===== config.mk =====
export PLATFORM = sky130hd
export DESIGN_NAME = ysyx_24090018_fetch_ctrl_flat
export DESIGN_NICKNAME = d
export VERILOG_FILES = /design/src/rtl/ysyx_24090018_fetch_ctrl_if.sv /design/src/rtl/ysyx_24090018_fetch_ctrl.sv /design/src/flat_wrapper.sv
export SDC_FILE = /design/constraint.sdc
export NUM_CORES = 1
export LEC_CHECK = 0
export BUFFER_PORTS_ARGS = -buffer_cell sky130_fd_sc_hd__buf_2
export CORE_MARGIN = 5
export CORE_UTILIZATION = 45
export DETAILED_ROUTE_END_ITERATION = 16
export PLACE_DENSITY = 0.75
export SYNTH_ARGS = -nofsm -noshare
export SYNTH_HDL_FRONTEND = slang
export SYNTH_SLANG_ARGS = --single-unit

===== constraint.sdc =====
create_clock -name clk -period 2.9 [get_ports clk]
set_input_delay 0.29 -clock clk [delete_from_list [all_inputs] [get_ports clk]]
set_output_delay 0.29 -clock clk [all_outputs]
set_load 0.005 [all_outputs]

===== src/rtl/ysyx_24090018_fetch_ctrl_if.sv =====
// ysyx_24090018_fetch_ctrl_if: instruction-memory request/response and decode handshake bundle
interface ysyx_24090018_fetch_ctrl_if #(parameter int ADDR_WIDTH = 32);
  logic                  imem_req_valid_o;
  logic                  imem_req_ready_i;
  logic [ADDR_WIDTH-1:0] imem_req_addr_o;
  logic                  imem_rsp_valid_i;
  logic [31:0]           imem_rsp_data_i;
  logic                  imem_rsp_err_i;
  logic                  inst_valid_o;
  logic                  inst_ready_i;
  logic [31:0]           inst_o;
  logic [ADDR_WIDTH-1:0] inst_pc_o;
  logic                  jump_flag_i;
  logic [31:0]           jump_addr_i;
  modport master (
    output imem_req_valid_o, imem_req_addr_o, inst_valid_o, inst_o, inst_pc_o,
    input  imem_req_ready_i, imem_rsp_valid_i, imem_rsp_data_i, imem_rsp_err_i,
           inst_ready_i, jump_flag_i, jump_addr_i
  );
  modport slave (
    input  imem_req_valid_o, imem_req_addr_o, inst_valid_o, inst_o, inst_pc_o,
    output imem_req_ready_i, imem_rsp_valid_i, imem_rsp_data_i, imem_rsp_err_i,
           inst_ready_i, jump_flag_i, jump_addr_i
  );
endinterface


===== src/rtl/ysyx_24090018_fetch_ctrl.sv =====
// ysyx_24090018_fetch_ctrl: single-outstanding instruction fetch sequencer with flush redirect and stale-response drop
module ysyx_24090018_fetch_ctrl #(
  parameter int                    ADDR_WIDTH = 32,
  parameter logic [ADDR_WIDTH-1:0] RESET_PC   = ADDR_WIDTH'(32'h8000_0000)
) (
  input  logic                        clk,
  input  logic                        rst,
  ysyx_24090018_fetch_ctrl_if.master  bus,
  input  logic                        flush_i,
  input  logic [31:0]                 flush_addr_i,
  output logic [ADDR_WIDTH-1:0]       pc_o,
  output logic                        halted_o,
  output logic [31:0]                 fetch_cnt_o
);
  typedef enum logic [2:0] {IDLE, REQ, WAIT, HOLD, HALT} state_t;
  state_t                state_q, state_d;
  logic [ADDR_WIDTH-1:0] pc_d, inst_pc_d, flush_pc;
  logic [31:0]           inst_d, cnt_d;
  logic                  drop_q, drop_d;
  assign flush_pc             = ADDR_WIDTH'(flush_addr_i);
  assign bus.imem_req_valid_o = state_q == REQ;
  assign bus.imem_req_addr_o  = pc_o;
  assign bus.inst_valid_o     = state_q == HOLD;
  assign halted_o             = state_q == HALT;
  always_comb begin
    state_d   = state_q;
    pc_d      = pc_o;
    drop_d    = drop_q;
    inst_d    = bus.inst_o;
    inst_pc_d = bus.inst_pc_o;
    cnt_d     = fetch_cnt_o;
    case (state_q)
      IDLE: begin
        state_d = REQ;
        pc_d    = flush_i ? flush_pc : pc_o;
      end
      REQ: begin
        pc_d = flush_i ? flush_pc : pc_o;
        if (bus.imem_req_ready_i) begin
          state_d = WAIT;
          drop_d  = flush_i;
        end
      end
      WAIT: begin
        if (flush_i) begin
          pc_d   = flush_pc;
          drop_d = 1'b1;
        end
        // a flush arriving with the response kills it just like an earlier flush
        if (bus.imem_rsp_valid_i) begin
          if (drop_q || flush_i) begin
            state_d = REQ;
            drop_d  = 1'b0;
          end else if (bus.imem_rsp_err_i) begin
            state_d = HALT;
          end else begin
            state_d   = HOLD;
            inst_d    = bus.imem_rsp_data_i;
            inst_pc_d = pc_o;
          end
        end
      end
      HOLD: begin
        if (flush_i) begin
          state_d = REQ;
          pc_d    = flush_pc;
        end else if (bus.inst_ready_i) begin
          state_d = REQ;
          pc_d    = bus.jump_flag_i ? ADDR_WIDTH'(bus.jump_addr_i) : pc_o + ADDR_WIDTH'(4);
          cnt_d   = fetch_cnt_o + 32'd1;
        end
      end
      default: ;
    endcase
  end
  always_ff @(posedge clk or negedge rst) begin
    if (!rst) begin
      state_q       <= IDLE;
      pc_o          <= RESET_PC;
      drop_q        <= 1'b0;
      bus.inst_o    <= '0;
      bus.inst_pc_o <= '0;
      fetch_cnt_o   <= '0;
    end else begin
      state_q       <= state_d;
      pc_o          <= pc_d;
      drop_q        <= drop_d;
      bus.inst_o    <= inst_d;
      bus.inst_pc_o <= inst_pc_d;
      fetch_cnt_o   <= cnt_d;
    end
  end
endmodule


===== src/flat_wrapper.sv =====
// flat-port wrapper written by rule: the top's interface ports become plain ports
module ysyx_24090018_fetch_ctrl_flat 
#(
  parameter int                    ADDR_WIDTH = 32,
  parameter logic [ADDR_WIDTH-1:0] RESET_PC   = ADDR_WIDTH'(32'h8000_0000)
)
  (clk, rst, flush_i, flush_addr_i, pc_o, halted_o, fetch_cnt_o, bus_imem_req_valid_o, bus_imem_req_addr_o, bus_inst_valid_o, bus_inst_o, bus_inst_pc_o, bus_imem_req_ready_i, bus_imem_rsp_valid_i, bus_imem_rsp_data_i, bus_imem_rsp_err_i, bus_inst_ready_i, bus_jump_flag_i, bus_jump_addr_i);
  ysyx_24090018_fetch_ctrl_if #(.ADDR_WIDTH(ADDR_WIDTH)) bus_i ();
  input  logic clk;
  input  logic rst;
  input  logic flush_i;
  input  logic [31:0] flush_addr_i;
  output logic [ADDR_WIDTH-1:0] pc_o;
  output logic halted_o;
  output logic [31:0] fetch_cnt_o;
  output wire logic [$bits(bus_i.imem_req_valid_o)-1:0] bus_imem_req_valid_o;
  output wire logic [$bits(bus_i.imem_req_addr_o)-1:0] bus_imem_req_addr_o;
  output wire logic [$bits(bus_i.inst_valid_o)-1:0] bus_inst_valid_o;
  output wire logic [$bits(bus_i.inst_o)-1:0] bus_inst_o;
  output wire logic [$bits(bus_i.inst_pc_o)-1:0] bus_inst_pc_o;
  input wire logic [$bits(bus_i.imem_req_ready_i)-1:0] bus_imem_req_ready_i;
  input wire logic [$bits(bus_i.imem_rsp_valid_i)-1:0] bus_imem_rsp_valid_i;
  input wire logic [$bits(bus_i.imem_rsp_data_i)-1:0] bus_imem_rsp_data_i;
  input wire logic [$bits(bus_i.imem_rsp_err_i)-1:0] bus_imem_rsp_err_i;
  input wire logic [$bits(bus_i.inst_ready_i)-1:0] bus_inst_ready_i;
  input wire logic [$bits(bus_i.jump_flag_i)-1:0] bus_jump_flag_i;
  input wire logic [$bits(bus_i.jump_addr_i)-1:0] bus_jump_addr_i;
  assign bus_imem_req_valid_o = bus_i.imem_req_valid_o;
  assign bus_imem_req_addr_o = bus_i.imem_req_addr_o;
  assign bus_inst_valid_o = bus_i.inst_valid_o;
  assign bus_inst_o = bus_i.inst_o;
  assign bus_inst_pc_o = bus_i.inst_pc_o;
  assign bus_i.imem_req_ready_i = bus_imem_req_ready_i;
  assign bus_i.imem_rsp_valid_i = bus_imem_rsp_valid_i;
  assign bus_i.imem_rsp_data_i = bus_imem_rsp_data_i;
  assign bus_i.imem_rsp_err_i = bus_imem_rsp_err_i;
  assign bus_i.inst_ready_i = bus_inst_ready_i;
  assign bus_i.jump_flag_i = bus_jump_flag_i;
  assign bus_i.jump_addr_i = bus_jump_addr_i;
  ysyx_24090018_fetch_ctrl #(.ADDR_WIDTH(ADDR_WIDTH), .RESET_PC(RESET_PC)) u_core (.clk(clk), .rst(rst), .bus(bus_i), .flush_i(flush_i), .flush_addr_i(flush_addr_i), .pc_o(pc_o), .halted_o(halted_o), .fetch_cnt_o(fetch_cnt_o));
endmodule

==> results of run 1 <==
## worst register-to-register path, cell delays in order, from the launching register on
cell     delay, ns
dfrtp_1       0.50
or3b_1        0.57
nor4_4        0.27
nand2_4       0.32
buf_12        0.31
mux2_1        0.34
## flip-flops by register name, indices dropped and copies added (netlist names)
signal,flops
u_core.bus.imem_req_addr_o,32
u_core.bus.inst_o,32
u_core.bus.inst_pc_o,32
u_core.drop_q,1
u_core.fetch_cnt_o,32
u_core.state_q,3
## cell families after synthesis
logic type               count (synthesis)  share of synthesized area (%)
adder cells (fa/ha/maj)                  2                         0.3747
buffers and inverters                   75                          6.464
flip-flops                             132                          49.48
XOR/XNOR                                46                          6.033
multiplexers                            65                          10.87
AO/OA/AOI/OAI                          118                          10.79
AND/OR/NAND/NOR                        185                          15.98
## worst paths after layout
path / endpoint / cells past startpoint / slack (ns)
max in group asynchronous: u_core.fetch_cnt_o[21] / 3 / 1.71
worst max-delay path: u_core.bus.inst_pc_o[27] / 5 / 0.47
worst max register to register: u_core.bus.inst_pc_o[27] / 5 / 0.47
min in group asynchronous: u_core.fetch_cnt_o[10] / 2 / 0.49
worst min register to register: u_core.bus.inst_pc_o[12] / 2 / 0.48
worst min-delay path: u_core.bus.inst_o[14] / 2 / 0.09
## per-stage QoR
stage                     setup WS [ns]  power (mW)  std cells  cell area (um^2)
after global routing             0.3107       8.597       1052              8660
after detailed placement         0.4538       5.796       1019              8013
after CTS                        0.4438       8.148       1052              8660
final                            0.4710       8.072       1052              8660
after global placement           0.5213       5.728       1019              8013
after floorplan                  0.6739       4.653        623              6678
## placed cells by master (no fill, tap or decap), types with 6 or more instances in the layout
master and n:
buf_2 265, dfrtp_1 131, mux2_2 48, nand2_1 46, a21oi_1 41, xnor2_1 35, o21ai_0 29, nand3_1 24
nand4_1 21, and3_1 21, clkbuf_16 17, nor2_1 15, mux2_1 12, xor2_1 11, buf_4 11, nor3_1 10
and4_1 10, o211ai_1 9, a221oi_1 7, inv_1 6, a31oi_1 6
## cell type report
type,count,area share [%]
clock buffer,23,5.635
inverter,7,0.3034
timing repair buffer,281,17.21
sequential,132,38.16
multi-input combinational,416,34.32
tap,184,2.659
clock inverter,9,1.719
## power breakdown
group	switching [mW]	leakage, nW	internal, mW
combinational	1.25	2.39	1.32
sequential	0.744	1.72	2.44
clock	0.786	0.317	1.53
total	2.78	4.42	5.29
## per-layer routing
layer | vias to the layer above | track usage [%] | share of wire, %
li1 | 2702 | - | -
met1 | 2831 | 28.42 | 42
met2 | 287 | 36.34 | 48
met3 | 34 | 7.023 | 7.7
met4 | 0 | 8.571 | 2.2
met5 | - | 0 | 0
==> run_results.csv, run 1 <==
group,metric,value,unit
clock_tree,cts_sinks,132,
finish,multi_input_area,0.002972,mm^2
global_routing,grt_start_max_net_pins,74,
routing,firstDrtPassIters,5,
synthesis,synth_area_leaders,"dfrtp_1, mux2_2, xnor2_1, buf_4, a21oi_1",
clock_tree,post_cts_buffers,0,
routing,drt_iter0_markers,280,
global_routing,grt_use_total,22.51,%
timing,fin_setup_tns,0,ns
timing,worst_pin_slew,0.7061,ns
clock_tree,clk_path_buf_depth,2,
setup_path,crit_path_max_incr_delay,0.57,ns
clock_tree,ctsHoldBuffers,1,
min_path,hold_path_class,"in -> reg",
clock_tree,root_buffer,"clkbuf_16",
power,p_leak,4.422,nW
job,maxCapViolations,0,
timing,rsz0062_at_grt,"no",
synthesis,syn-num-nets,729,
floorplanning,initial_core_util,45.95,%
setup_path,cp-start-kind,"flop",
synthesis,synth-edff-count,0,
setup_path,cp_slowest_cell,"or3b_1",
clock_tree,clk_latency,0.42,ns
synthesis,synth.top_cell.area_share,49.09,%
synthesis,synth.most_common_cell,"dfrtp_1",
floorplanning,num_io_pins,267,
timing,hold_viol,0,
timing,slew_headroom,52.54,%
synthesis,syn_area,0.006678,mm^2
timing,setup_violations,0,
global_routing,grt_pass1_vias,5955,
floorplanning,fp.dieW,131.8,um
timing,slew_viol_final,0,
finish,seqCellArea,0.003304,mm^2
finish,syn_to_final_growth,29.68,%
setup_path,cp-end-kind,"flop",
synthesis,synthTopCellsByCount,"dfrtp_1, mux2_2, nand2_1",
synthesis,yosys_warnings,0,
setup_path,required,3.19,ns
setup_path,crit_type,"reg -> reg",
routing,routed_wl,19.58,mm
finish,drive_gt1_share,43.09,%
timing,period_needed,2.429,ns
clock_tree,clk_pin_slew,0.06,ns
setup_path,critPathTopFamily,"simple AND/OR/NAND/NOR gates",
clock_tree,htree_levels,4,
floorplanning,core_area,0.01453,mm^2
setup_path,path_buf_inv,1,
setup_path,startpoint,"u_core.state_q[2]",
finish,diodes,0,
routing,vias,5854,
min_path,holdCritStartpoint,"bus_imem_rsp_data_i[14]",
synthesis,async_reset_ff_share,100.0,%
outcome,status,"finished, final reports clean",
timing,skew,0.008022,ns
synthesis,syn_area_per_cell,10.72,um^2
routing,drc_errors,0,
finish,fillCellCount,1263,
global_routing,antenna_found_initial,0,
timing,hold_ws,0.08685,ns
routing,wire_per_inst,18.61,um
routing,viasPerCell,5.565,
placement,place_hpwl,14.21,mm
setup_path,cp_cell_sequence,"or3b_1 -> nor4_4 -> nand2_4 -> buf_12 -> mux2_1",
clock_tree,cts_resized,0,
synthesis,synthesis.instances,623,
clock_tree,cts_buffers,17,
synthesis,synth_top_cell_by_area,"dfrtp_1",
setup_path,rr_startpoint,"u_core.state_q[2]",
synthesis,ys_types,60,
global_routing,overflow,0,
setup_path,crit_path_max_fanout,38,
placement,port_buffers,266,
power,power_density,932.1,mW/mm^2
placement,finalWeightedCongestion,0.8232,
floorplanning,row_count,44,
routing,antenna_left,0,
timing,min_period_over_period,83.76,%
floorplanning,die_h,131.8,um
synthesis,synth_seq_area_share,49.48,%
synthesis,synthFlopType,"dfrtp_1",
global_routing,grt_pass1_wl,31.64,mm
setup_path,arrival,2.72,ns
floorplanning,dieArea,0.01738,mm^2
clock_tree,cts_tree,"yes",
synthesis,ys_ff_latch,132,
finish,final_nets,961,
timing,max_freq,0.4117,GHz
finish,finish.utilization,59.58,%
power,peakVddDrop,0.5352,mV
Note: power is estimated with default switching activity, not from simulation.
==> run 2: changes to the inputs <==
--- a/config.mk
+++ b/config.mk
@@ -7,9 +7,9 @@
 export LEC_CHECK = 0
 export BUFFER_PORTS_ARGS = -buffer_cell sky130_fd_sc_hd__buf_2
 export CORE_MARGIN = 5
-export CORE_UTILIZATION = 45
+export CORE_UTILIZATION = 44
 export DETAILED_ROUTE_END_ITERATION = 16
-export PLACE_DENSITY = 0.75
+export PLACE_DENSITY = 0.77
 export SYNTH_ARGS = -nofsm -noshare
 export SYNTH_HDL_FRONTEND = slang
 export SYNTH_SLANG_ARGS = --single-unit
==> constraint.sdc (replaced) <==
create_clock -name clk -period 2 [get_ports clk]
set_input_delay 0.2 -clock clk [delete_from_list [all_inputs] [get_ports clk]]
set_output_delay 0.2 -clock clk [all_outputs]
set_load 0.005 [all_outputs]
==> run_results.csv, run 2 (synthesis gave the netlist of run 1 again) <==
group,metric,value,unit
global_routing,grt_pass1_wl,32.80,mm
finish,final_common_cell,"buf_2",
routing,drt_iter0_markers,375,
placement,place_hpwl,15.00,mm
timing,period_needed,1.977,ns
floorplanning,die_h,133.2,um
finish,drive_gt1_share,46.14,%
setup_path,path_buf_inv,1,
outcome,status,"finished, final reports clean",
global_routing,grt_start_max_net_pins,48,
power,p_leak,4.616,nW
global_routing,antenna_found_initial,3,
routing,wire_per_inst,18.91,um
placement,port_buffers,266,
finish,fillCellCount,1304,
setup_path,crit_type,"reg -> reg",
routing,antenna_left,0,
routing,vias,6007,
clock_tree,cts_buffers,17,
setup_path,required,2.29,ns
setup_path,cp-end-kind,"flop",
setup_path,arrival,2.27,ns
timing,skew,0.005376,ns
global_routing,grt_pass1_vias,6086,
clock_tree,root_buffer,"clkbuf_16",
min_path,hold_path_class,"in -> reg",
finish,final_nets,1000,
setup_path,cp-start-kind,"flop",
timing,max_freq,0.5058,GHz
timing,worst_pin_slew,0.4232,ns
routing,routed_wl,20.71,mm
setup_path,crit_path_max_incr_delay,0.44,ns
floorplanning,fp.dieW,133.2,um
setup_path,cp_cell_sequence,"or3b_4 -> nor4_4 -> nand2_4 -> buf_12 -> mux2_1",
clock_tree,clk_latency,0.41,ns
clock_tree,htree_levels,4,
setup_path,crit_path_max_fanout,42,
finish,layout_common_cells,"buf_2, dfrtp_1, mux2_2, nand2_1, buf_4",
routing,firstDrtPassIters,5,
setup_path,critPathTopFamily,"simple AND/OR/NAND/NOR gates",
placement,placed_area,0.008328,mm^2
timing,slew_viol_final,0,
clock_tree,clk_pin_slew,0.06,ns
global_routing,overflow,0,
timing,slew_headroom,71.79,%
timing,hold_viol,0,
clock_tree,clk_path_buf_depth,2,
finish,final_cell_area,0.009026,mm^2
floorplanning,dieArea,0.01774,mm^2
floorplanning,num_io_pins,267,
clock_tree,cts_sinks,132,
floorplanning,initial_core_util,44.42,%
finish,finish.utilization,60.04,%
timing,setup_violations,0,
power,power_density,1356,mW/mm^2
finish,syn_to_final_growth,35.17,%
job,maxCapViolations,0,
floorplanning,row_count,45,
clock_tree,cts_tree,"yes",
floorplanning,core_area,0.01503,mm^2
timing,hold_ws,0.01807,ns
global_routing,grt_use_total,23.31,%
timing,rsz0062_at_grt,"yes",
routing,viasPerCell,5.486,
setup_path,cp_slowest_cell,"or3b_4",
power,peakVddDrop,1.070,mV
routing,drc_errors,0,
timing,min_period_over_period,98.86,%
placement,finalWeightedCongestion,0.9186,
## run 2: timing repair
item / CTS / global route
setup buffers: 0 / 1
gates resized for setup: 1 / 6
endpoints found under the setup margin: 5 / 42
hold endpoints to repair: 43 / 0
hold buffers: 4 / 0
pin swaps: 0 / 1
## run 2: layout make-up
cell class / count / area (um^2) / share of cell area [%]
Sequential cell: 132 / 3308 / 36.65
Multi-Input combinational cell: 416 / 3009 / 33.34
Timing Repair Buffer: 320 / 1819 / 20.16
Clock buffer: 22 / 474.2 / 5.254
Tap cell: 188 / 235.2 / 2.606
Clock inverter: 9 / 151.4 / 1.677
Inverter: 7 / 26.28 / 0.2911
Antenna cell: 1 / 2.502 / 0.02772
## run 2: metal layers
layer  share of wire [%]  vias to the layer above  GRT usage, %
met1                  40                     2917         28.80
li1                    -                     2768             -
met3                 9.4                       24         8.044
met5                0.13                        -             0
met4                 1.2                        4         6.057
met2                  49                      294         39.22
## run 2: final timing paths
| path | start | to | slack (ns) | depth (start not counted) |
|---|---|---|---|---|
| worst min-delay path | bus_imem_rsp_data_i[22] | u_core.bus.inst_o[22] | 0.02 | 2 |
| max in group asynchronous | rst | u_core.bus.imem_req_addr_o[2] | 1.09 | 3 |
| worst max-delay path | u_core.state_q[2] | u_core.bus.inst_o[14] | 0.02 | 5 |
| worst min register to register | u_core.bus.inst_pc_o[12] | u_core.bus.inst_pc_o[12] | 0.48 | 2 |
| worst max register to register | u_core.state_q[2] | u_core.bus.inst_o[14] | 0.02 | 5 |
| min in group asynchronous | rst | u_core.fetch_cnt_o[12] | 0.28 | 2 |
## run 2: per-stage QoR
step                      setup TNS (ns)  cells  setup WS (ns)  power, mW
final                                  0   1095        0.02286      12.24
after global routing             -0.1956   1094       -0.03196      13.01
after global placement                 0   1058        0.03314      8.782
after CTS                              0   1093        0.04887      12.29
after detailed placement        -0.05262   1058       -0.02092      8.902
after floorplan                 -0.06160    623       -0.04272      6.805
## run 2: report_power, final
part           total, mW  leakage [nW]  switching [mW]  internal, mW
combinational       4.63          2.60            2.36          2.27
clock               3.32         0.306            1.14          2.18
sequential          4.29          1.71           0.732          3.56
==> run 3: changes to the inputs <==
--- a/config.mk
+++ b/config.mk
@@ -5,11 +5,11 @@
 export SDC_FILE = /design/constraint.sdc
 export NUM_CORES = 1
 export LEC_CHECK = 0
-export BUFFER_PORTS_ARGS = -buffer_cell sky130_fd_sc_hd__buf_2
 export CORE_MARGIN = 5
-export CORE_UTILIZATION = 44
+export CORE_UTILIZATION = 58
 export DETAILED_ROUTE_END_ITERATION = 16
-export PLACE_DENSITY = 0.77
+export DONT_BUFFER_PORTS = 1
+export PLACE_DENSITY = 0.76
 export SYNTH_ARGS = -nofsm -noshare
 export SYNTH_HDL_FRONTEND = slang
 export SYNTH_SLANG_ARGS = --single-unit
==> run_results.csv, run 3 (synthesis gave the netlist of run 1 again) <==
group,metric,value,unit
clock_tree,cts_sinks,132,
finish,final_cell_area,0.008183,mm^2
timing,hold_ws,-0.5235,ns
floorplanning,initial_core_util,58.73,%
routing,routed_wl,19.20,mm
placement,dp_cells,747,
placement,finalWeightedCongestion,0.8676,
power,peakVddDrop,0.8657,mV
global_routing,grt_pass1_wl,30.42,mm
placement,preCtsSetupSlack,0.001619,ns
timing,rsz0062_at_grt,"no",
finish,layout_common_cells,"dfrtp_1, dlygate4sd3_1, mux2_2, nand2_1, buf_4",
setup_path,cp_cell_sequence,"or3b_1 -> nor4_4 -> nand2_4 -> buf_4 -> mux2_2",
routing,antenna_left,0,
finish,final_nets,791,
placement,place_hpwl,13.03,mm
power,power_density,1352,mW/mm^2
timing,setup_violations,0,
routing,viasPerCell,6.396,
global_routing,grt_use_total,27.56,%
setup_path,startpoint,"u_core.state_q[2]",
setup_path,crit_end,"u_core.bus.inst_pc_o[0]",
routing,wire_per_inst,22.78,um
setup_path,critPathTopFamily,"simple AND/OR/NAND/NOR gates",
global_routing,overflow,0,
setup_path,crit_cells,5,
timing,worst_pin_slew,0.4565,ns
finish,drive_gt1_share,21.66,%
routing,firstDrtPassIters,5,
setup_path,crit_path_max_incr_delay,0.49,ns
clock_tree,cts_tree,"yes",
routing,vias,5392,
finish,seqCellArea,0.003307,mm^2
global_routing,grt_pass1_vias,5473,
clock_tree,clk_pin_slew,0.06,ns
timing,slew_viol_final,0,
routing,drt_iter0_markers,462,
timing,slew_headroom,69.57,%
routing,drc_errors,0,
setup_path,rr_worst_depth,5,
outcome,status,"finished, violations left",
setup_path,cp_slowest_cell,"or3b_1",
placement,port_buffers,0,
setup_path,rr_startpoint,"u_core.state_q[2]",
setup_path,required,2.29,ns
setup_path,crit_path_max_fanout,23,
setup_path,crit_type,"reg -> reg",
finish,fillCellCount,788,
timing,max_freq,0.5182,GHz
floorplanning,die_h,117.3,um
floorplanning,core_area,0.01137,mm^2
min_path,hold_path_class,"in -> async",
timing,timing.final.ws_setup,0.07039,ns
global_routing,grt_start_max_net_pins,133,
setup_path,regToRegSetupSlack,0.07,ns
setup_path,cp-end-kind,"flop",
clock_tree,clk_latency,0.42,ns
finish,final_common_cell,"dfrtp_1",
clock_tree,cts_buffers,17,
floorplanning,num_io_pins,267,
timing,period_needed,1.930,ns
floorplanning,fp.dieW,117.3,um
timing,min_period_over_period,96.48,%
finish,final_cells,843,
outcome,violations,"hold timing",
placement,placed_area,0.006909,mm^2
timing,skew,0.01181,ns
timing,fin_setup_tns,0,ns
finish,finish.utilization,71.97,%
clock_tree,root_buffer,"clkbuf_16",
power,p_leak,3.651,nW
floorplanning,dieArea,0.01376,mm^2
job,maxCapViolations,0,
setup_path,cp-start-kind,"flop",
clock_tree,ctsHoldBuffers,61,
timing,hold_viol,132,
clock_tree,htree_levels,4,
global_routing,antenna_found_initial,3,
setup_path,r2r-end,"u_core.bus.inst_pc_o[0]",
setup_path,arrival,2.22,ns
floorplanning,row_count,39,
clock_tree,clk_path_buf_depth,2,
finish,multi_input_area,0.003013,mm^2
setup_path,path_buf_inv,1,
finish,syn_to_final_growth,22.54,%
-- run 3: report_power, final --
part           switching [mW]  internal [mW]  leakage [nW]
Clock                    1.15           2.02         0.287
Sequential              0.957           3.56          1.71
Combinational            1.81           1.58          1.65
-- run 3: worst reg2reg max path, delay by kind of cell (launching register included) --
kind	cells	cell delay, ns
flops	1	0.38
simple gates	3	0.87
mux	1	0.33
buf+inv	1	0.24
-- run 3: final cells by class --
| cell class | count | share of cell area, % |
|---|---|---|
| diodes | 3 | 0.09174 |
| well taps | 143 | 2.187 |
| repair buffers | 111 | 12.72 |
| clock inverters | 12 | 1.911 |
| clock buffers | 19 | 5.535 |
| multi-input cells | 416 | 36.82 |
| flip-flops and latches | 132 | 40.41 |
| inverters | 7 | 0.3211 |
-- run 3: worst min path at each step --
stage / endpoint / slack [ns] / startpoint
floorplan: u_core.bus.imem_req_addr_o[0] / -0.1 / rst
global placement: u_core.fetch_cnt_o[24] / -0.09 / rst
detailed placement: u_core.fetch_cnt_o[23] / -0.09 / rst
CTS: u_core.fetch_cnt_o[23] / -0.54 / rst
global route: u_core.fetch_cnt_o[26] / -0.55 / rst
finish: u_core.fetch_cnt_o[27] / -0.52 / rst
-- run 3: layer usage --
metal / track usage [%] / vias up / share of wire (%)
met5: 0 / - / 0.057
met4: 11.24 / 2 / 2.5
met3: 9.817 / 63 / 9.9
met2: 45.33 / 340 / 49
met1: 32.85 / 2633 / 38
li1: - / 2354 / -
-- run 3: what timing repair did --
| item | 4_1_cts | 5_1_grt |
|---|---|---|
| pin swaps | 0 | 1 |
| setup endpoints to repair | 2 | 4 |
| gates resized for setup | 1 | 4 |
| cloned | 0 | 1 |
| endpoints found under the hold margin | 191 | 132 |
| setup buffers | 0 | 0 |
-- run 3: metrics by stage --
step	hold slack [ns]	power (mW)
finish	-0.5235	11.07
global placement	-0.09257	7.575
CTS	-0.5408	11.03
detailed placement	-0.09244	7.731
global route	-0.5483	11.69
floorplan	-0.09559	6.805
